[src/rtl/fmul32_round.sv]
// FMUL32 normalize/round/pack stage: two-stage valid/ready pipeline producing a packed IEEE-754 single.
// Optional exception flags (out_flags, sticky_flags, flags_clr) are enabled by defining FMUL32_EXC_FLAGS_EN.
module fmul32_round #(
   parameter int EXP_W = 10,
   parameter int BIAS  = 127
) (
   input  logic                    clk,
   input  logic                    rst,
   input  logic                    in_val,
   output logic                    in_rdy,
   input  logic                    sign,
   input  logic signed [EXP_W-1:0] exp_sum,
   input  logic [47:0]             mant_prod,
   input  logic [1:0]              rmode,
   input  logic                    spec_val,
   input  logic [31:0]             spec_res,
   output logic                    out_val,
   input  logic                    out_rdy,
`ifdef FMUL32_EXC_FLAGS_EN
   input  logic                    flags_clr,
   output logic [2:0]              out_flags,
   output logic [2:0]              sticky_flags,
`endif
   output logic [31:0]             result
);

   // Two guard bits keep exp_sum+1 and the rounding carry from wrapping.
   localparam int EW = EXP_W + 2;
   localparam logic signed [EW-1:0] E_ZERO = EW'(32'sd0);
   localparam logic signed [EW-1:0] E_ONE  = EW'(32'sd1);
   localparam logic signed [EW-1:0] E_OVF  = EW'(2 * BIAS + 1);

   logic                 s1_val_q;
   logic [23:0]          s1_m_q,    s1_m_d;
   logic                 s1_g_q,    s1_g_d;
   logic                 s1_s_q,    s1_s_d;
   logic signed [EW-1:0] s1_e_q,    s1_e_d;
   logic                 s1_sign_q;
   logic [1:0]           s1_rmode_q;
   logic                 s1_spec_q;
   logic [31:0]          s1_spec_res_q;

   logic                 out_val_q;
   logic [31:0]          result_q,  result_d;
   logic                 inc_d;
   logic [24:0]          mr_d;
   logic [22:0]          frac_d;
   logic signed [EW-1:0] e_rnd_d;
   logic                 uf_hit;
   logic                 of_hit;

   logic                 s2_adv;
   logic                 s1_adv;

   assign s2_adv  = !out_val_q || out_rdy;
   assign s1_adv  = s2_adv || !s1_val_q;
   assign in_rdy  = s1_adv;
   assign out_val = out_val_q;
   assign result  = result_q;

   // Stage-1 normalize: pick the product window based on the leading bit.
   always_comb begin
      s1_m_d = mant_prod[46:23];
      s1_g_d = mant_prod[22];
      s1_s_d = |mant_prod[21:0];
      s1_e_d = {{2{exp_sum[EXP_W-1]}}, exp_sum};
      if (mant_prod[47]) begin
         s1_m_d = mant_prod[47:24];
         s1_g_d = mant_prod[23];
         s1_s_d = |mant_prod[22:0];
         s1_e_d = {{2{exp_sum[EXP_W-1]}}, exp_sum} + E_ONE;
      end else begin
         s1_m_d = mant_prod[46:23];
      end
   end

   // Stage-1 register
   always_ff @(posedge clk) begin
      if (rst) begin
         s1_val_q      <= 1'b0;
         s1_m_q        <= 24'd0;
         s1_g_q        <= 1'b0;
         s1_s_q        <= 1'b0;
         s1_e_q        <= E_ZERO;
         s1_sign_q     <= 1'b0;
         s1_rmode_q    <= 2'b00;
         s1_spec_q     <= 1'b0;
         s1_spec_res_q <= 32'd0;
      end else if (s1_adv) begin
         s1_val_q <= in_val;
         if (in_val) begin
            s1_m_q        <= s1_m_d;
            s1_g_q        <= s1_g_d;
            s1_s_q        <= s1_s_d;
            s1_e_q        <= s1_e_d;
            s1_sign_q     <= sign;
            s1_rmode_q    <= rmode;
            s1_spec_q     <= spec_val;
            s1_spec_res_q <= spec_res;
         end
      end
   end

   assign uf_hit = (s1_e_q <= E_ZERO);
   assign of_hit = (e_rnd_d >= E_OVF);

   // Stage-2 round and pack, including overflow/underflow/special overrides
   always_comb begin
      inc_d = 1'b0;
      case (s1_rmode_q)
         2'b00:   inc_d = s1_g_q & (s1_s_q | s1_m_q[0]);
         2'b01:   inc_d = 1'b0;
         2'b10:   inc_d = (s1_g_q | s1_s_q) & !s1_sign_q;
         2'b11:   inc_d = (s1_g_q | s1_s_q) & s1_sign_q;
         default: inc_d = 1'b0;
      endcase
      mr_d = {1'b0, s1_m_q} + {24'd0, inc_d};
      // A carry out leaves 1.000..., so the shifted window is all zeros.
      if (mr_d[24]) begin
         frac_d  = mr_d[23:1];
         e_rnd_d = s1_e_q + E_ONE;
      end else begin
         frac_d  = mr_d[22:0];
         e_rnd_d = s1_e_q;
      end
      result_d = {s1_sign_q, e_rnd_d[7:0], frac_d};
      if (s1_spec_q) begin
         result_d = s1_spec_res_q;
      end else if (uf_hit) begin
         result_d = {s1_sign_q, 31'd0};
      end else if (of_hit) begin
         case (s1_rmode_q)
            2'b00:   result_d = {s1_sign_q, 31'h7F800000};
            2'b01:   result_d = {s1_sign_q, 31'h7F7FFFFF};
            2'b10:   result_d = s1_sign_q ? 32'hFF7FFFFF : 32'h7F800000;
            2'b11:   result_d = s1_sign_q ? 32'hFF800000 : 32'h7F7FFFFF;
            default: result_d = {s1_sign_q, 31'h7F800000};
         endcase
      end else begin
         result_d = {s1_sign_q, e_rnd_d[7:0], frac_d};
      end
   end

   // Stage-2 output register
   always_ff @(posedge clk) begin
      if (rst) begin
         out_val_q <= 1'b0;
         result_q  <= 32'd0;
      end else if (s2_adv) begin
         out_val_q <= s1_val_q;
         if (s1_val_q) begin
            result_q <= result_d;
         end
      end
   end

`ifdef FMUL32_EXC_FLAGS_EN
   logic [2:0] flags_q, flags_d;
   logic [2:0] sticky_q;

   assign out_flags    = flags_q;
   assign sticky_flags = sticky_q;

   // Exception flags {of, uf, nx} for the beat in stage 1
   always_comb begin
      flags_d = 3'b000;
      if (s1_spec_q) begin
         flags_d = 3'b000;
      end else if (uf_hit) begin
         flags_d = 3'b011;
      end else if (of_hit) begin
         flags_d = 3'b101;
      end else begin
         flags_d = {2'b00, s1_g_q | s1_s_q};
      end
   end

   // Flags travel with the result; sticky accumulates on output transfers, clear wins
   always_ff @(posedge clk) begin
      if (rst) begin
         flags_q  <= 3'b000;
         sticky_q <= 3'b000;
      end else begin
         if (s2_adv && s1_val_q) begin
            flags_q <= flags_d;
         end
         if (flags_clr) begin
            sticky_q <= 3'b000;
         end else if (out_val_q && out_rdy) begin
            sticky_q <= sticky_q | flags_q;
         end
      end
   end
`endif

endmodule

[config.mk]
export PLATFORM = sky130hd
export DESIGN_NAME = fmul32_round
export DESIGN_NICKNAME = d
export VERILOG_FILES = /design/src/rtl/fmul32_round.sv
export SDC_FILE = /design/constraint.sdc
export NUM_CORES = 1
export LEC_CHECK = 0
export ABC_AREA = 0
export CORE_MARGIN = 10
export CORE_UTILIZATION = 50
export CTS_CLUSTER_SIZE = 30
export DETAILED_ROUTE_END_ITERATION = 7
export PLACE_DENSITY = 0.86
export SLEW_MARGIN = 20
export SYNTH_ARGS = -nofsm -noshare
export SYNTH_HDL_FRONTEND = slang
export SYNTH_SLANG_ARGS = --single-unit
[constraint.sdc]
create_clock -name clk -period 3.7 [get_ports clk]
set_input_delay 0.74 -clock clk [delete_from_list [all_inputs] [get_ports clk]]
set_output_delay 0.74 -clock clk [all_outputs]
set_load 0.1 [all_outputs]
* Yosys cells after proc, flatten, opt, wreduce, memory -nomap -nowiden
Cells that the tools add are included.
Word-level totals: word-level logic and storage cells 47, register bits after elaboration 108, bits of input ports 98, output and inout bits 34
Operators by class: reductions and logical operators 10, bitwise operators 5, eq/ne operators 3, add/sub/neg operators 3, $lt $le $gt $ge 2, mux-type cells 13
Operators with widths (count):
- $mux 32 | 5
- $pmux 32 s4 | 1
- $add 24x1->25 | 1
- $mux 12 | 2
- $mux 24 | 1
- $mux 23 | 1
- $reduce_or 23->1 | 1
- $reduce_or 22->1 | 1
- $add 12x2->12 const B | 1
- $ge 12x9->1 const B | 1
- $le 12x1->1 const B | 1
- $add 10x2->11 const B | 1
- $eq 2x2->1 const B | 2
- $pmux 1 s4 | 1
- $reduce_and 2->1 | 2
- $and 1x1->1 | 3
- $logic_not 1->1 | 3
- $eq 2x1->1 const B | 1
- $logic_not 2->1 | 1
- $logic_or 1x1->1 | 2
- $mux 1 | 2
- $or 1x1->1 | 2

* Logic depth before layout (Yosys ltp)
Gate-level depths: netlist (run 1).
depth after elaboration 9, depth in mapped cells 14

* Worst setup path before layout (run 1)
No wires, ideal clock.
kind reg-to-reg, start point register out_val_q (netlist: out_val), end point register s1_g_q, library setup time 0.086 ns, setup slack 0.598 ns, clock period less this slack 3.102 ns, arrival time 3.016 ns, buffers on the path 3, cell stages (with the launch flop) 8, cell sequence dfxtp_1 -> nor2b_1 -> nand2_1 -> and2_1 -> clkbuf_1 -> clkbuf_1 -> buf_1 -> a211oi_1
On the way: cells in the longest elaborated chain, start to end 4
Ends and longest elaborated chain:
- start, declared | line 43 | logic out_val_q;
- start signal, assigned | line 150 | out_val_q <= s1_val_q;
- $logic_not 1->1 | line 55 | assign s2_adv = !out_val_q || out_rdy;
- $logic_or 1x1->1 | line 55
- $logic_or 1x1->1 | line 56 | assign s1_adv = s2_adv || !s1_val_q;
- net in_rdy | line 10 | output logic in_rdy,
- $reduce_and 2->1 (no line)
- end signal, assigned | line 93 | s1_g_q <= s1_g_d;
- end, declared | line 35 | logic s1_g_q, s1_g_d;
The timed path passes the listed nets, and every way through them passes these cells. A chain may end at the register's enable or synchronous reset.

* Final worst setup path (run 1)
start point register s1_rmode_q[1], end point register result_q[14] (netlist: result[14])
On the way: cells in the longest elaborated chain, start to end 8
Ends and longest elaborated chain:
- start, declared | line 39 | logic [1:0] s1_rmode_q;
- start signal, assigned | line 97 | s1_rmode_q <= rmode;
- $eq 2x2->1 (tied with other cells) | line 110, 132
- $pmux 1 s4 | line 110 | case (s1_rmode_q)
- $add 24x1->25 | line 117 | mr_d = {1'b0, s1_m_q} + {24'd0, inc_d};
- $mux 12 | line 119 | if (mr_d[24]) begin
- $ge 12x9->1 | line 105 | assign of_hit = (e_rnd_d >= E_OVF);
- $mux 32 (*) | line 131 | end else if (of_hit) begin
- $mux 32 (*) | line 129 | end else if (uf_hit) begin
- $mux 32 (*) | line 127 | if (s1_spec_q) begin
- end signal, assigned | line 152 | result_q <= result_d;
- end, declared | line 44 | logic [31:0] result_q, result_d;
Every way passes the cells marked *; elsewhere a longest branch is shown, timed or not.

==> results of run 1 <==
-- power by group --
group	switching [uW]	internal, uW
logic	461	280
registers	82.4	1230
clock network	462	541
total	1010	2050
-- worst min path at each step --
stage,start,endpoint,slack (ns),cells after the start
floorplan,s1_spec_res_q[31],s1_spec_res_q[31],0.44,2
global placement,s1_spec_res_q[24],s1_spec_res_q[24],0.44,2
detailed placement,s1_spec_res_q[8],s1_spec_res_q[8],0.45,2
CTS,s1_spec_res_q[8],s1_spec_res_q[8],0.46,2
global route,s1_spec_res_q[2],s1_spec_res_q[2],0.48,2
finish,s1_spec_res_q[24],s1_spec_res_q[24],0.46,2
-- flip-flops by register name, indices dropped and copies added (netlist names) --
name and count:
s1_rmode_q 2, s1_val_q 1, s1_e_q 11, s1_m_q 24, out_val 1, s1_spec_q 1
s1_g_q 1, s1_spec_res_q 32, result 32, s1_sign_q 1, s1_s_q 1
-- cell usage in the layout, fill, tap and decap left out, types with 11 or more instances in the layout --
cell,count
o21ai_1,17
nand2_1,107
buf_4,14
nor3_1,12
nand4_1,14
xnor2_1,19
clkdlybuf4s50_1,128
a211oi_1,50
a211oi_2,15
nand3_1,11
a21oi_1,69
nor2_1,91
dfxtp_1,107
xor2_1,17
mux2i_1,29
-- routing by layer --
layer | part of all wire | vias to the layer above | global-route usage
met5 | 0 | - | 0
met4 | 0.0092 | 0 | 0.0496
met3 | 0.065 | 12 | 0.0411
met2 | 0.45 | 204 | 0.312
met1 | 0.47 | 2531 | 0.267
li1 | - | 2709 | -
-- worst max-delay path, delay by kind of cell (launching register included) --
| family | cells | cell delay (ns) |
|---|---|---|
| AOI/OAI and AO/OA | 5 | 1.24 |
| adders and majority gates | 2 | 0.46 |
| buffers and inverters | 1 | 0.25 |
| DFF | 1 | 0.37 |
| and+or+nand+nor | 5 | 0.93 |
-- through the flow --
step | util | power, uW | hold slack [ns] | cell area [sq um] | cells
6_report | 0.671 | 3060 | 0.459 | 7340 | 947
5_1_grt | 0.671 | 3180 | 0.482 | 7340 | 947
4_1_cts | 0.667 | 3060 | 0.462 | 7290 | 947
3_5_place_dp | 0.638 | 2070 | 0.451 | 6980 | 931
3_3_place_gp | 0.638 | 2050 | 0.444 | 6980 | 931
2_1_floorplan | - | 1820 | 0.436 | 5640 | 705
-- layout make-up --
cell class | instances | area, sq um
Multi-Input combinational cell | 534 | 3280
Fill cell | 922 | 3600
Clock buffer | 10 | 229
Clock inverter | 6 | 82.6
Sequential cell | 107 | 2140
Timing Repair Buffer | 144 | 1410
Inverter | 6 | 22.5
Tap cell | 140 | 175
-- cell families after synthesis --
group	after synthesis	synth area share
adder cells (fa/ha/maj)	5	0.0111
flip-flops	107	0.380
XOR/XNOR	36	0.0559
multiplexers	31	0.0561
AND/OR/NAND/NOR	277	0.222
buffers and inverters	64	0.0488
AO/OA/AOI/OAI	185	0.226
==> run metrics, run 1 <==
CTS Buffer Depth 2; RR Startpoint s1_rmode_q[1]; post-CTS setup buffer count 0; Area Growth Syn to Fin 30.1%; post-route ant nets 0; pwr dens ~420 nW/um^2; clk_skew about 0.013 ns; Max Cap Viol 0; Worst Slack Setup Final 0.261 ns; GRT overflow 0; Num CTS Buffers 9; drt pass-1 iters 5; Setup crit start kind flip-flop; Post-layout nets ~910; post-layout min period 3.44 ns; Slew Viols, Final 0; Tcrit/Tclk final 0.930; Vias/cell around 5.8; RSZ-0062 raised after global routing false; setup tns final 0 ns; vias in the first global route roughly 5300; CTS root buf clkbuf_16; global-route wire length before repair about 27 mm; H-Tree Level Count 3; DP Wirelength ~12 mm; Die X approximately 130 microns; proportion of layout cells with a drive suffix above 1 0.0830; status finished clean; CTS clk-pin slew, worst paths roughly 0.080 ns; crit path to result[14]; CP Capture Type flip-flop; Avg Cell Area, Syn around 8 sq um; CTS resizes 0; Synth cell types 50; Worst R2R End result[14]; YS warnings 0; CTS tree yes; WL final 16.4 mm; CP most frequent cell ha_1; Yosys top cell area share 0.380; initial core utilization 0.516; Area contributors post-synth dfxtp_1 38%, nand2_1 7.1%, a211oi_1 6.7%; HP Class reg -> reg; syn nets around 810; #FFs+latches synth about 110; routed vias 5456; Worst Path Required a little under 4 ns; ys flop type dfxtp_1; antenna cells 0; Synth area leader dfxtp_1; initial DRC count ~430; hold_buf cts 0; CP cell instances o21a_1 -> nor2_1 -> nor3_1 -> ha_1 -> ha_1 -> nand3_2 -> nor4_4 -> nand4_1 -> a2111oi_4 -> o22ai_2 -> buf_4 -> o31ai_1 -> a211oi_1; static leakage 0.00265 uW; Die H 126 microns; Setup CP Type reg -> reg; Setup-failing EPs final 0; Reg2Reg Setup Slack between 0.2 and 0.3 ns; WL per Instance around 17 microns; path depth of the worst reg2reg path 13; Slew HR 0.314; CP max stage cell a2111oi_4; Hold Vio Cnt, Final 0; Mapped Area around 5600 sq um; drt drc 0; WP data arrival roughly 3.6 ns; Gate Count Post-Synth 705; Rows 38; Post-synth EDFFs 0; Worst Setup SP s1_rmode_q[1]; Final GP Congestion around 0.83; core area around 11000 sq um; port bufs about 130; IO Count roughly 130; Commonest cells post-synth 107 x dfxtp_1, 107 x nand2_1, 91 x nor2_1; Total Routing Usage GR 0.197; critical path peak fanout 22; Max Fclk 291 MHz; worst stage delay on the critical path 0.47 ns; post-synthesis sequential area ratio 0.380; clk sinks roughly 110; Post-synth ARST share 0; Die Area ~16000 sq um; Peak VDD IR 0.287 mV; post-place setup slack roughly 0.14 ns; clk_lat worst skew 0.35 ns; largest net degree at the start of global routing 86; initial antenna violation count 0; Least-Margin Pin Slew between 1 and 1.5 ns
(Power assumes the default switching activity.)
==> run 2, diff against run 1 <==
--- a/config.mk
+++ b/config.mk
@@ -10,6 +10,7 @@
 export CORE_UTILIZATION = 50
 export CTS_CLUSTER_SIZE = 30
 export DETAILED_ROUTE_END_ITERATION = 7
+export MAX_ROUTING_LAYER = met4
 export PLACE_DENSITY = 0.86
 export SLEW_MARGIN = 20
 export SYNTH_ARGS = -nofsm -noshare
==> run metrics, run 2 (synthesis gave the netlist of run 1 again) <==
H-Tree Level Count 3 (unchanged); Vias/cell 5.72 (-0.80%); RSZ-0062 raised after global routing false; initial DRC count 452 (+4.9%); HP Class reg -> reg; Sw Ratio 0.333 (+0.00419); critical path peak fanout 22 (unchanged); RR Startpoint s1_rmode_q[1]; setup tns final 0 ns (unchanged); clock share of power 0.307 (-0.021); CP Capture Type flip-flop; Worst Setup SP s1_rmode_q[1]; vias in the first global route 5353 (+1.1%); hold path cells 2 (unchanged); Max Fclk 291 MHz (about the same); Slew Viols, Final 0 (unchanged); port bufs 131 (unchanged); WL per Instance 17.2 microns (-0.36%); WL final 16.3 mm (-0.57%); CTS root buf clkbuf_16; Reg2Reg Setup Slack 0.26 ns (about the same); CTS clk-pin slew, worst paths 0.07 ns (about the same); Hold Vio Cnt, Final 0 (unchanged); global-route wire length before repair 26.4 mm (-1.9%); Worst Path Required 3.89 ns (about the same); IO Count 132 (unchanged); Seq pwr share 0.444 (+0.014); Die X 126 microns (unchanged); Slew HR 0.335 (+0.0202); clk sinks 107 (unchanged); Least-Margin Pin Slew 0.995 ns (-0.0303 ns); drt drc 0 (unchanged); Setup-failing EPs final 0 (unchanged); path depth of the worst reg2reg path 13 (unchanged); most common cell after layout, fill and taps aside clkdlybuf4s50_1; Die H 126 microns (unchanged); count of non-filler cells in the finished layout 945 (-0.21%); Setup CP Type reg -> reg; DP Wirelength 12.4 mm (-0.61%); largest net degree at the start of global routing 108 (+26%); Max Cap Viol 0 (unchanged); clk_lat worst skew 0.35 ns (about the same); Design Power 2960 uW (-3.2%); post-layout min period 3.44 ns (-0.00106 ns); Final GP Congestion 0.860 (+3.9%); CTS Buffer Depth 2 (unchanged); routed vias 5401 (-1.0%); hold_buf cts 0 (unchanged); status finished clean; clk_skew 0.00834 ns (-0.00417 ns); Rows 38 (unchanged); pwr dens 406 nW/um^2 (-2.7%); static leakage 0.00264 uW (-0.37%); initial core utilization 0.516 (unchanged); GRT overflow 0 (unchanged); Die Area 15900 sq um (unchanged); sw power 986 uW (-2.0%); Total Routing Usage GR 0.199 (+0.00200); Post-layout nets 903 (-0.22%); most frequent cells in the layout 128 x clkdlybuf4s50_1, 107 x nand2_1, 107 x dfxtp_1, 91 x nor2_1, 69 x a21oi_1; Peak VDD IR 0.229 mV (-20%); Area Growth Syn to Fin 29.5%; initial antenna violation count 0 (unchanged); WP data arrival 3.63 ns (about the same); Num CTS Buffers 9 (unchanged); CTS tree yes; Setup crit start kind flip-flop; drt pass-1 iters 5 (unchanged); core area 10900 sq um (unchanged); post-route ant nets 0 (unchanged); Worst R2R End result[6]; CTS resizes 0 (unchanged); post-CTS setup buffer count 0 (unchanged); Tcrit/Tclk final 0.929 (about the same); crit path to result[6]; combinational power share 0.249 (+0.007); Cell Int Power 1980 uW (-3.8%); proportion of layout cells with a drive suffix above 1 0.0807 (-0.00228); antenna cells 0 (unchanged); Cells after DPL 929 (-0.21%)
run 2: area by class of cell:
type                    count  area, sq um
clock buffers              10          229
clock inverters             6         48.8
fillers                   901         3630
well taps                 140          175
multi-input cells         534         3290
inverters                   6         22.5
flip-flops and latches    107         2140
repair buffers            142         1400
run 2: power by group through the flow:
| stage | Combinational, uW | Clock, uW | Sequential (uW) |
|---|---|---|---|
| CTS | 737 | 913 | 1310 |
| finish | 738 | 910 | 1310 |
| detailed placement | 733 | 0 | 1340 |
| global route | 791 | 957 | 1320 |
| global placement | 716 | 0 | 1330 |
| floorplan | 325 | 0 | 1500 |
run 2: through the flow:
step / setup slack [ns] / hold WS [ns] / cell area [sq um] / util
3_5_place_dp: 0.0712 / 0.450 / 6970 / 0.637
4_1_cts: 0.0823 / 0.460 / 7240 / 0.662
5_1_grt: 0.0280 / 0.480 / 7300 / 0.668
2_1_floorplan: 0.598 / 0.436 / 5640 / -
6_report: 0.262 / 0.466 / 7300 / 0.668
3_3_place_gp: 0.265 / 0.446 / 6970 / 0.637
run 2: worst min path at each step:
stage / from / endpoint / slack [ns]
2_1_floorplan: s1_spec_res_q[31] / s1_spec_res_q[31] / 0.44
3_3_place_gp: s1_spec_res_q[24] / s1_spec_res_q[24] / 0.45
3_5_place_dp: s1_spec_res_q[1] / s1_spec_res_q[1] / 0.45
4_1_cts: s1_spec_res_q[15] / s1_spec_res_q[15] / 0.46
6_report: s1_spec_res_q[15] / s1_spec_res_q[15] / 0.47
5_1_grt: s1_rmode_q[0] / s1_rmode_q[0] / 0.48
run 2: worst max-delay path: stages, from the launching register on:
cell and delay, ns:
dfxtp_1 0.37, o21a_1 0.14, nor2_1 0.04, nor3_1 0.18, ha_1 0.23, ha_1 0.23, nand3_2 0.19, nor4_4 0.38
nand4_1 0.19, a2111oi_4 0.41, o22ai_2 0.22, buf_4 0.25, o31ai_1 0.31, a211oi_1 0.12
run 2: per-layer routing:
metal | routed length (microns) | GRT usage
met5 | 0 | -
met4 | 187 | 0.0469
met2 | 7320 | 0.307
met1 | 7880 | 0.265
met3 | 872 | 0.0369
